===== config.mk =====
export PLATFORM = sky130hd
export DESIGN_NAME = conv_pe_ctrl
export DESIGN_NICKNAME = d
export VERILOG_FILES = /design/src/rtl/conv_pe_ctrl.sv
export SDC_FILE = /design/constraint.sdc
export NUM_CORES = 1
export LEC_CHECK = 0
export ABC_AREA = 0
export CAP_MARGIN = 20
export CORE_UTILIZATION = 55
export CTS_CLUSTER_SIZE = 16
export DETAILED_ROUTE_END_ITERATION = 8
export DONT_BUFFER_PORTS = 1
export PLACE_DENSITY = 0.73
export RECOVER_POWER = 50
export SETUP_SLACK_MARGIN = 0.3
export SKIP_LAST_GASP = 1
export SLEW_MARGIN = 10
export SYNTH_ARGS = -nofsm -noshare
export SYNTH_HDL_FRONTEND = slang
export SYNTH_SLANG_ARGS = --single-unit

===== constraint.sdc =====
create_clock -name clk -period 6.3 [get_ports clk]
set_clock_uncertainty 0.1 [all_clocks]
set_input_delay 1.26 -clock clk [delete_from_list [all_inputs] [get_ports clk]]
set_output_delay 1.26 -clock clk [all_outputs]
set_load 0.01 [all_outputs]

===== src/rtl/conv_pe_ctrl.sv =====
// Pass sequencer for one ConvPE convolution over a single input channel.
// It loads the kernel weights, streams the feature map and collects the PE results into the output buffer.
module conv_pe_ctrl #(
  parameter int DWIDTH        = 16,
  parameter int KERNEL_SIZE   = 3,
  parameter int AWIDTH        = 10,
  parameter int DRAIN_TIMEOUT = 64
) (
  input  logic              clk,
  input  logic              rst,
  input  logic              start,
  input  logic [4:0]        featmap_size,
  input  logic [AWIDTH-1:0] w_base,
  input  logic [AWIDTH-1:0] f_base,
  input  logic [AWIDTH-1:0] o_base,
  output logic              busy,
  output logic              done,
  output logic              err,
  output logic              w_rd_en,
  output logic [AWIDTH-1:0] w_addr,
  input  logic [DWIDTH-1:0] w_data,
  output logic              f_rd_en,
  output logic [AWIDTH-1:0] f_addr,
  input  logic [DWIDTH-1:0] f_data,
  output logic              pe_win_st,
  output logic [DWIDTH-1:0] pe_win,
  output logic [DWIDTH-1:0] pe_din,
  output logic              pe_input_rd_en,
  output logic [4:0]        pe_featmap_size,
  output logic              pe_convlayer_state,
  input  logic [DWIDTH-1:0] pe_dout,
  input  logic              pe_dout_start,
  output logic              o_wr_en,
  output logic [AWIDTH-1:0] o_addr,
  output logic [DWIDTH-1:0] o_data
);

  typedef enum logic [1:0] {IDLE, LOAD_W, STREAM, DRAIN} state_t;

  localparam int              TW      = $clog2(DRAIN_TIMEOUT + 1);
  localparam logic [4:0]      K5      = 5'(KERNEL_SIZE);
  localparam logic [9:0]      KSQ     = 10'(KERNEL_SIZE * KERNEL_SIZE);
  localparam logic [TW-1:0]   TO_LAST = TW'(DRAIN_TIMEOUT - 1);

  state_t            state_q, state_d;
  logic [4:0]        n_q, n_d;
  logic [AWIDTH-1:0] f_base_q, f_base_d, o_base_q, o_base_d;
  logic [9:0]        cnt_q, cnt_d, k_q, k_d;
  logic [TW-1:0]     tc_q, tc_d;
  logic              busy_q, busy_d, done_q, done_d, err_q, err_d;
  logic              w_rd_en_q, w_rd_en_d, f_rd_en_q, f_rd_en_d;
  logic [AWIDTH-1:0] w_addr_q, w_addr_d, f_addr_q, f_addr_d, o_addr_q, o_addr_d;
  logic              pe_win_st_q, pe_win_st_d, pe_input_rd_en_q, pe_input_rd_en_d;
  logic              conv_q, conv_d, o_wr_en_q, o_wr_en_d;
  logic [DWIDTH-1:0] o_data_q, o_data_d;

  logic [4:0] r_edge;
  logic [9:0] n_sq, r_cnt;

  assign r_edge = n_q - K5 + 5'd1;
  assign n_sq   = 10'(n_q) * 10'(n_q);
  assign r_cnt  = 10'(r_edge) * 10'(r_edge);

  always_comb begin
    state_d          = state_q;
    n_d              = n_q;
    f_base_d         = f_base_q;
    o_base_d         = o_base_q;
    cnt_d            = cnt_q;
    k_d              = k_q;
    tc_d             = tc_q;
    busy_d           = busy_q;
    done_d           = 1'b0;
    err_d            = err_q;
    w_rd_en_d        = 1'b0;
    w_addr_d         = w_addr_q;
    f_rd_en_d        = 1'b0;
    f_addr_d         = f_addr_q;
    o_wr_en_d        = 1'b0;
    o_addr_d         = o_addr_q;
    o_data_d         = o_data_q;
    pe_win_st_d      = w_rd_en_q;
    pe_input_rd_en_d = f_rd_en_q;

    case (state_q)
      IDLE: begin
        if (start) begin
          n_d      = featmap_size;
          f_base_d = f_base;
          o_base_d = o_base;
          if (featmap_size < K5 || featmap_size == 5'd0) begin
            err_d  = 1'b1;
            done_d = 1'b1;
          end else begin
            err_d     = 1'b0;
            busy_d    = 1'b1;
            state_d   = LOAD_W;
            w_rd_en_d = 1'b1;
            w_addr_d  = w_base;
            cnt_d     = 10'd1;
            k_d       = '0;
          end
        end
      end
      LOAD_W: begin
        // cnt_q counts reads already issued; the final weight read hands straight over to the pixel stream
        if (cnt_q == KSQ) begin
          state_d   = STREAM;
          f_rd_en_d = 1'b1;
          f_addr_d  = f_base_q;
          cnt_d     = 10'd1;
        end else begin
          w_rd_en_d = 1'b1;
          w_addr_d  = w_addr_q + AWIDTH'(1);
          cnt_d     = cnt_q + 10'd1;
        end
      end
      STREAM: begin
        if (cnt_q == n_sq) begin
          state_d = DRAIN;
          tc_d    = '0;
        end else begin
          f_rd_en_d = 1'b1;
          f_addr_d  = f_addr_q + AWIDTH'(1);
          cnt_d     = cnt_q + 10'd1;
        end
      end
      DRAIN: tc_d = tc_q + TW'(1);
      default: state_d = IDLE;
    endcase

    if ((state_q == STREAM || state_q == DRAIN) && pe_dout_start && k_q < r_cnt) begin
      o_wr_en_d = 1'b1;
      o_addr_d  = o_base_q + AWIDTH'(k_q);
      o_data_d  = pe_dout;
      k_d       = k_q + 10'd1;
    end

    // Counting this cycle's result lets the last write and done land together
    if (state_q == DRAIN) begin
      if (k_d == r_cnt) begin
        done_d  = 1'b1;
        busy_d  = 1'b0;
        state_d = IDLE;
      end else if (tc_q == TO_LAST) begin
        err_d   = 1'b1;
        done_d  = 1'b1;
        busy_d  = 1'b0;
        state_d = IDLE;
      end
    end

    conv_d = (state_d == STREAM) || (state_d == DRAIN) || pe_input_rd_en_d;
  end

  always_ff @(posedge clk) begin
    if (rst) begin
      state_q          <= IDLE;
      n_q              <= '0;
      f_base_q         <= '0;
      o_base_q         <= '0;
      cnt_q            <= '0;
      k_q              <= '0;
      tc_q             <= '0;
      busy_q           <= 1'b0;
      done_q           <= 1'b0;
      err_q            <= 1'b0;
      w_rd_en_q        <= 1'b0;
      w_addr_q         <= '0;
      f_rd_en_q        <= 1'b0;
      f_addr_q         <= '0;
      o_wr_en_q        <= 1'b0;
      o_addr_q         <= '0;
      o_data_q         <= '0;
      pe_win_st_q      <= 1'b0;
      pe_input_rd_en_q <= 1'b0;
      conv_q           <= 1'b0;
    end else begin
      state_q          <= state_d;
      n_q              <= n_d;
      f_base_q         <= f_base_d;
      o_base_q         <= o_base_d;
      cnt_q            <= cnt_d;
      k_q              <= k_d;
      tc_q             <= tc_d;
      busy_q           <= busy_d;
      done_q           <= done_d;
      err_q            <= err_d;
      w_rd_en_q        <= w_rd_en_d;
      w_addr_q         <= w_addr_d;
      f_rd_en_q        <= f_rd_en_d;
      f_addr_q         <= f_addr_d;
      o_wr_en_q        <= o_wr_en_d;
      o_addr_q         <= o_addr_d;
      o_data_q         <= o_data_d;
      pe_win_st_q      <= pe_win_st_d;
      pe_input_rd_en_q <= pe_input_rd_en_d;
      conv_q           <= conv_d;
    end
  end

  assign busy               = busy_q;
  assign done               = done_q;
  assign err                = err_q;
  assign w_rd_en            = w_rd_en_q;
  assign w_addr             = w_addr_q;
  assign f_rd_en            = f_rd_en_q;
  assign f_addr             = f_addr_q;
  // Buffer data is passed through only while its strobe is up, so idle/reset shows zero
  assign pe_win_st          = pe_win_st_q;
  assign pe_win             = pe_win_st_q ? w_data : '0;
  assign pe_input_rd_en     = pe_input_rd_en_q;
  assign pe_din             = pe_input_rd_en_q ? f_data : '0;
  assign pe_featmap_size    = n_q;
  assign pe_convlayer_state = conv_q;
  assign o_wr_en            = o_wr_en_q;
  assign o_addr             = o_addr_q;
  assign o_data             = o_data_q;

endmodule


---- Word level (Yosys, flattened, before mapping) ----
Cells that the tools add are included.
operators by class
  mux-type cells .......................... 53
  $mul .................................... 2
  equality and inequality tests ........... 15
  add/sub/neg operators ................... 8
  $lt $le $gt $ge ......................... 2
  reductions and logical operators ........ 17
operator list
  operator                                                    number
  two-way mux 10 bit                                          13
  adder 10 x 1 -> 10 bit, second input constant               4
  case mux 10 bit (2 select lines)                            2
  two-way mux 16 bit                                          2
  case mux 10 bit (3 select lines)                            1
  two-way mux 1 bit                                           23
  equality test 10 bit                                        2
  multiplier 5 x 5 -> 10 bit                                  2
  two-way mux 2 bit                                           7
  case mux 7 bit (2 select lines)                             1
  != test 2 bit, second input constant                        6
  adder 10 bit                                                1
  equality test 10 x 4 -> 1 bit, second input constant        1
  less-than comparator 10 bit                                 1
  equality test 2 bit, second input constant                  4
  AND reduction 4 bit                                         2
  adder 7 x 1 -> 7 bit, second input constant                 1
  equality test 7 x 6 -> 1 bit, second input constant         1
  two-way mux 7 bit                                           1
  case mux 2 bit (3 select lines)                             1
  nonzero test 2 bit                                          3
  adder 5 x 1 -> 5 bit, second input constant                 1
  logical NOT 5 bit                                           1
  less-than comparator 5 x 2 -> 1 bit, second input constant  1
  other kinds (9)                                             15
word-level totals
  output and inout port bits .............. 92
  bits in registers ....................... 109

---- Depth between registers and ports, before layout ----
  depth in word-level cells ............... 12
  gate-level depth with buffers ........... 27
  mapped depth without buffers ............ 25

---- Worst setup path after synthesis ----
No wires, ideal clock.
  path type ............................... register to register
  start ................................... reg n_q[1] (netlist: pe_featmap_size[1])
  end ..................................... reg conv_q (netlist: pe_convlayer_state)
  library setup time ...................... 0.120 ns
  required time ........................... 6.080 ns
  path slack .............................. -0.061 ns
  period minus slack after synthesis ...... 6.361 ns
  arrival ................................. 6.141 ns
  buffers on the path ..................... 2
  stages on the path, launching flop included .. 28
  cell sequence ........................... dfxtp_1 clkbuf_1 inv_1 ha_1 xor2_1 nand2_1 fa_1 fa_1 inv_1 ha_1 a31o_2 ha_1 a21boi_0 o31a_1 o21ai_0 nand2b_1 xnor2_1 ha_1 o21ai_0 o221ai_1 a21o_1 buf_2 mux2i_1 xor2_1 o2111ai_1 nor4_2 nor3_1 o31a_1
on the way
  cells in the longest elaborated chain, start to end .. 12
  elaborated cells between the ends (all ways) .. 18
  classes of those cells .................. add/sub: 2; mul: 2; order compare: 1; eq/ne: 4; mux: 6; reduce/logical: 3
RTL lines
  what                                line  RTL
  from (decl)                         46    logic [4:0] n_q, n_d;
  from (signal assigned)              180   n_q <= n_d;
  subtractor 5 x 2 -> 5 bit           60    assign r_edge = n_q - K5 + 5'd1;
  adder 5 x 1 -> 5 bit                60
  multiplier 5 x 5 -> 10 bit          62    assign r_cnt = 10'(r_edge) * 10'(r_edge);
  less-than comparator 10 bit         132   if ((state_q == STREAM || state_q == DRAIN) && pe_dout_start && k_q < r_cnt) begin
  logical AND 1 bit                   132
  two-way mux 10 bit                  132
  equality test 10 bit                141   if (k_d == r_cnt) begin
  two-way mux 2 bit                   141
  two-way mux 2 bit (*)               140   if (state_q == DRAIN) begin
  equality test 2 bit                 153   conv_d = (state_d == STREAM) || (state_d == DRAIN) || pe_input_rd_en_d;
  logical OR 1 bit (*) (2 in series)  153
  to (signal assigned)                198   conv_q <= conv_d;
  to (decl)                           54    logic conv_q, conv_d, o_wr_en_q, o_wr_en_d;
Mark *: on every way between the ends. The rest lies on a longest branch, timed or not.
A chain may end at the register's enable or synchronous reset.

---- Worst setup path after layout ----
  start ................................... reg n_q[2] (netlist: pe_featmap_size[2])
  end ..................................... reg conv_q (netlist: pe_convlayer_state)
Same word-level chain as after synthesis.

==> summary.md <==
| Metric | Value |
|---|---|
| Run status | finished, final reports clean |
| Number of vias per cell | approximately 6.0 |
| Detail-routed net length per standard cell | 17.4 µm |
| Final hold violation count | 0 |
| Clock Sink Count | roughly 110 |
| Non-filler instance count after layout | 1076 |
| EDFF count, synth | 0 |
| Reg2Reg Setup Slack | 0.45 ns |
| Via count of the first global-routing pass | 6043 |
| Smallest hold slack | 0.362 ns |
| First-pass GRT wire length | 29.0 mm |
| Clock latency of the later-clocked register in the worst-skew pair | 0.37 ns |
| Power per cell area | 251 nW/µm² |
| Starting utilization of the core area | about 57% |
| CP endpoint | pe_convlayer_state |
| WP data arrival | ~6.0 ns |
| Most common flop cell mapped by yosys | sky130_fd_sc_hd__dfxtp_1 |
| Area of the core region | 12600 µm² |
| Crit start category | flip-flop |
| Critical path startpoint | pe_featmap_size[2] |
| Clk pin slew, worst setup/hold paths | 0.07 ns |
| Residual antenna-violating net count after detailed routing | 0 |
| Class of the worst hold path | flip-flop to flip-flop |
| Max-capacitance violation count | 0 |
| Max-slew headroom | 26.8% |
| Number of clock buffers inserted by TritonCTS | 9 |
| Clk Tree Root Cell | sky130_fd_sc_hd__clkbuf_16 |
| Cell depth of the worst flop-to-flop path | 24 |
| H-tree depth | 3 |
| Global route total overflow | 0 |
| Boundary pin count | 179 |
| Final Power | 1.99 mW |
| Layout Area Growth over Synthesis | 11.2% |
| Antenna violations before repair | 0 |
| Fraction of registers with async set/reset | 0% |
| Cell area after synthesis | approximately 7000 µm² |
| Total count of max-transition violations in the final report | 0 |
| Detailed-route wire length | 18.7 mm |
| Place WS | -0.127 ns |
| Mean area per synthesized cell | 7.81 µm² |
| Worst path setup slack after routing | 0.451 ns |
| Type of the worst setup path | flip-flop to flip-flop |
| ANT cells | 0 |
| Post-Synth Adder-Cell Area | about 11% |
| Die width | ~120 µm |
| Final HPWL from detailed placement | 13.2 mm |
| Pin count of the biggest net entering global routing | between 90 and 100 |
| Site row count | 41 |
| Port bufs | 0 |
| Vertical die dimension | 116 µm |
| Multiplexer share of the synthesized area | 1.44% |
| Number of design rule violations left after detail routing | 0 |
| Initial DRC Count | 382 |
| Transition at the pin with the smallest max-transition slack | 1.09 ns |
| Main combinational cell family by area after synthesis | simple AND/OR/NAND/NOR gates |
| Maximum number of buffers from clock root to sink | 2 |
| Total number of vias | between 6000 and 7000 |
| Largest fanout on the critical path | 6 |
| Die Area | 13400 µm² |
| Synth Register Bits | 109 |
| Maximum resistive drop on vdd | 0.171 mV |
| Layout cell share with drive strength beyond 1 | ~11% |
| Final weighted congestion of routability-driven global placement | 0.897 |
| Endpoint class of the critical path | flip-flop |
| First drt pass iteration count | 5 |
| Worst EP required | 6.45 ns |
| Nets | 1045 |
| Share of the synthesized netlist area taken by xor and xnor gates | 4.35% |
| CTS tree | built |
| Fmax | around 170 MHz |
| Launch instance of the worst register-to-register path | pe_featmap_size[2] |
| Post-synthesis share of cell area spent on and, or, nand and nor gates | 25.4% |
| R2R Path End | pe_convlayer_state |
| Leakage dissipation | 3.08 nW |
| Number of buffers inserted for hold repair after clock tree synthesis | 0 |
| Overall track demand over capacity in global routing | 27.4% |
| Synthesized Nets | 1060 |
| Part of the cycle the worst path needs | 92.8% |
| Unrepaired setup endpoints after global routing | yes |
| Number of cells produced by synthesis | 914 |
| Min Clock Period, post-route | 5.85 ns |
| Number of distinct library cells after synthesis | 71 |
| Seq/Total Area, Yosys | 30.6% |
| Yosys warnings | 0 |
| Placed cell count | 1045 |
| Post-synthesis compound-gate area fraction | 22.2% |
| Count of final setup violators | 0 |
-- where the power goes --
| group | switching, mW | internal, mW | leakage (nW) |
|---|---|---|---|
| registers | 0.0377 | 0.715 | 0.887 |
| clock network | 0.288 | 0.318 | 0.156 |
| logic | 0.349 | 0.285 | 2.03 |
| total | 0.675 | 1.32 | 3.08 |
-- cells by family (layout without fill, tap and decap cells) --
family | count (synthesis) | after routing
AOI/OAI and AO/OA | 241 | 241
and+or+nand+nor | 373 | 373
muxes | 10 | 10
xor gates and xnor gates | 33 | 33
buffers and inverters | 89 | 79
DFF | 109 | 109
adders and majority gates | 59 | 59
-- area by class of cell --
| class | instances | area, µm² |
|---|---|---|
| Inverter | 36 | 135 |
| Tap cell | 172 | 215 |
| Clock buffer | 9 | 225 |
| Multi-Input combinational cell | 716 | 4870 |
| Timing Repair Buffer | 27 | 208 |
| Sequential cell | 109 | 2190 |
| Clock inverter | 7 | 93.8 |
| Fill cell | 1129 | 4680 |
-- per-layer routing --
metal	wire [µm]	GRT usage, %	part of all wire [%]	vias to the layer above
met3	1080	6.17	5.8	24
li1	-	-	-	3180
met1	8310	34.5	44	3047
met5	0	0	0	-
met4	297	9.06	1.6	0
met2	9010	46.2	48	184
-- cells in the mapped netlist, types with 3 or more instances --
library cell / count / area (µm²)
sky130_fd_sc_hd__and4_1: 3 / 26.3
sky130_fd_sc_hd__o21a_1: 4 / 30.0
sky130_fd_sc_hd__nand2b_1: 5 / 31.3
sky130_fd_sc_hd__buf_2: 9 / 45.0
sky130_fd_sc_hd__o22ai_1: 6 / 37.5
sky130_fd_sc_hd__buf_4: 3 / 22.5
sky130_fd_sc_hd__clkbuf_1: 34 / 128
sky130_fd_sc_hd__nand3_1: 26 / 130
sky130_fd_sc_hd__a22oi_1: 7 / 52.6
sky130_fd_sc_hd__nor2_1: 50 / 188
sky130_fd_sc_hd__nor3_1: 18 / 90.1
sky130_fd_sc_hd__and2_1: 47 / 294
sky130_fd_sc_hd__a32o_1: 11 / 110
sky130_fd_sc_hd__nor4_1: 3 / 18.8
sky130_fd_sc_hd__nand4b_1: 3 / 26.3
sky130_fd_sc_hd__fa_1: 7 / 140
sky130_fd_sc_hd__nor2b_1: 13 / 81.3
sky130_fd_sc_hd__o21ai_0: 36 / 180
sky130_fd_sc_hd__xnor2_1: 18 / 158
sky130_fd_sc_hd__or2_2: 7 / 43.8
sky130_fd_sc_hd__nand4_1: 4 / 25.0
sky130_fd_sc_hd__nand3b_1: 3 / 22.5
sky130_fd_sc_hd__o31a_1: 3 / 26.3
sky130_fd_sc_hd__a211oi_1: 15 / 113
sky130_fd_sc_hd__o32ai_1: 6 / 52.6
sky130_fd_sc_hd__inv_1: 34 / 128
sky130_fd_sc_hd__a21o_1: 9 / 67.6
sky130_fd_sc_hd__or3_1: 5 / 31.3
sky130_fd_sc_hd__nand2_1: 160 / 601
sky130_fd_sc_hd__xor2_1: 13 / 114
sky130_fd_sc_hd__a31oi_1: 5 / 31.3
sky130_fd_sc_hd__ha_1: 52 / 651
sky130_fd_sc_hd__a21oi_1: 91 / 455
sky130_fd_sc_hd__nor3b_1: 10 / 75.1
sky130_fd_sc_hd__o2bb2ai_1: 6 / 52.6
sky130_fd_sc_hd__dfxtp_1: 109 / 2180
sky130_fd_sc_hd__buf_1: 7 / 26.3
sky130_fd_sc_hd__mux2i_1: 8 / 80.1
sky130_fd_sc_hd__o31ai_1: 6 / 45.0
sky130_fd_sc_hd__and3_1: 9 / 56.3
sky130_fd_sc_hd__a21boi_0: 8 / 60.1
-- how the worst min path moves through the flow --
stage,from,to,slack [ns],cells after the start
after floorplan,f_base_q[1],f_base_q[1],0.33,2
after global placement,f_base_q[8],f_base_q[8],0.34,2
after detailed placement,o_base_q[5],o_base_q[5],0.35,2
after CTS,o_base_q[5],o_base_q[5],0.36,2
after global routing,f_base_q[8],f_base_q[8],0.38,2
final,o_base_q[0],o_base_q[0],0.36,2
-- flip-flops by register name (all words and copies together), names as in the netlist --
register            count
f_addr                 10
state_q                 2
done                    1
w_rd_en                 1
busy                    1
pe_featmap_size         5
f_rd_en                 1
o_wr_en                 1
w_addr                 10
pe_input_rd_en          1
o_data                 16
f_base_q               10
o_base_q               10
pe_win_st               1
o_addr                 10
pe_convlayer_state      1
tc_q                    7
k_q                    10
err                     1
cnt_q                  10
-- worst max-delay path, stage by stage, from the launching register on --
cell	delay, ns
sky130_fd_sc_hd__dfxtp_1	0.44
sky130_fd_sc_hd__inv_2	0.08
sky130_fd_sc_hd__ha_4	0.19
sky130_fd_sc_hd__xor2_4	0.15
sky130_fd_sc_hd__nand2_2	0.10
sky130_fd_sc_hd__fa_1	0.47
sky130_fd_sc_hd__fa_1	0.52
sky130_fd_sc_hd__inv_1	0.04
sky130_fd_sc_hd__ha_1	0.28
sky130_fd_sc_hd__a31o_2	0.25
sky130_fd_sc_hd__ha_4	0.29
sky130_fd_sc_hd__o2bb2ai_4	0.07
sky130_fd_sc_hd__o2111a_1	0.24
sky130_fd_sc_hd__a311oi_2	0.30
sky130_fd_sc_hd__ha_1	0.31
sky130_fd_sc_hd__o21ai_2	0.22
sky130_fd_sc_hd__o221ai_4	0.18
sky130_fd_sc_hd__a21o_4	0.28
sky130_fd_sc_hd__buf_6	0.14
sky130_fd_sc_hd__nor3_4	0.21
sky130_fd_sc_hd__a21oi_4	0.06
sky130_fd_sc_hd__xor2_2	0.17
sky130_fd_sc_hd__nor4_4	0.31
sky130_fd_sc_hd__nor3_2	0.08
sky130_fd_sc_hd__o31a_1	0.24
-- cell usage in the layout, fill, tap and decap left out, types with 10 or more instances in the layout --
cell type,n
sky130_fd_sc_hd__a211oi_1,14
sky130_fd_sc_hd__a21oi_1,86
sky130_fd_sc_hd__a32o_1,11
sky130_fd_sc_hd__and2_0,12
sky130_fd_sc_hd__and2_1,35
sky130_fd_sc_hd__buf_4,21
sky130_fd_sc_hd__dfxtp_1,107
sky130_fd_sc_hd__ha_1,49
sky130_fd_sc_hd__inv_1,32
sky130_fd_sc_hd__nand2_1,159
sky130_fd_sc_hd__nand3_1,26
sky130_fd_sc_hd__nor2_1,48
sky130_fd_sc_hd__nor2b_1,12
sky130_fd_sc_hd__nor3_1,15
sky130_fd_sc_hd__nor3b_1,10
sky130_fd_sc_hd__o21ai_0,31
sky130_fd_sc_hd__xnor2_1,18
-- through the flow --
stage,util [%],instance area (µm²),TNS (ns)
4_1_cts,61.4,7740,0
5_1_grt,62.9,7940,0
2_1_floorplan,-,7170,0
3_5_place_dp,57.4,7250,-0.354
6_report,62.9,7940,0
3_3_place_gp,57.4,7250,0
-- what timing repair did --
item / in CTS / in global routing
buffers inserted: 8 / 6
endpoints found under the setup margin: 6 / 7
resized for setup: 21 / 34
pin swaps: 6 / 14
cloned: 1 / 0
Power figures use the tool's default switching activity.
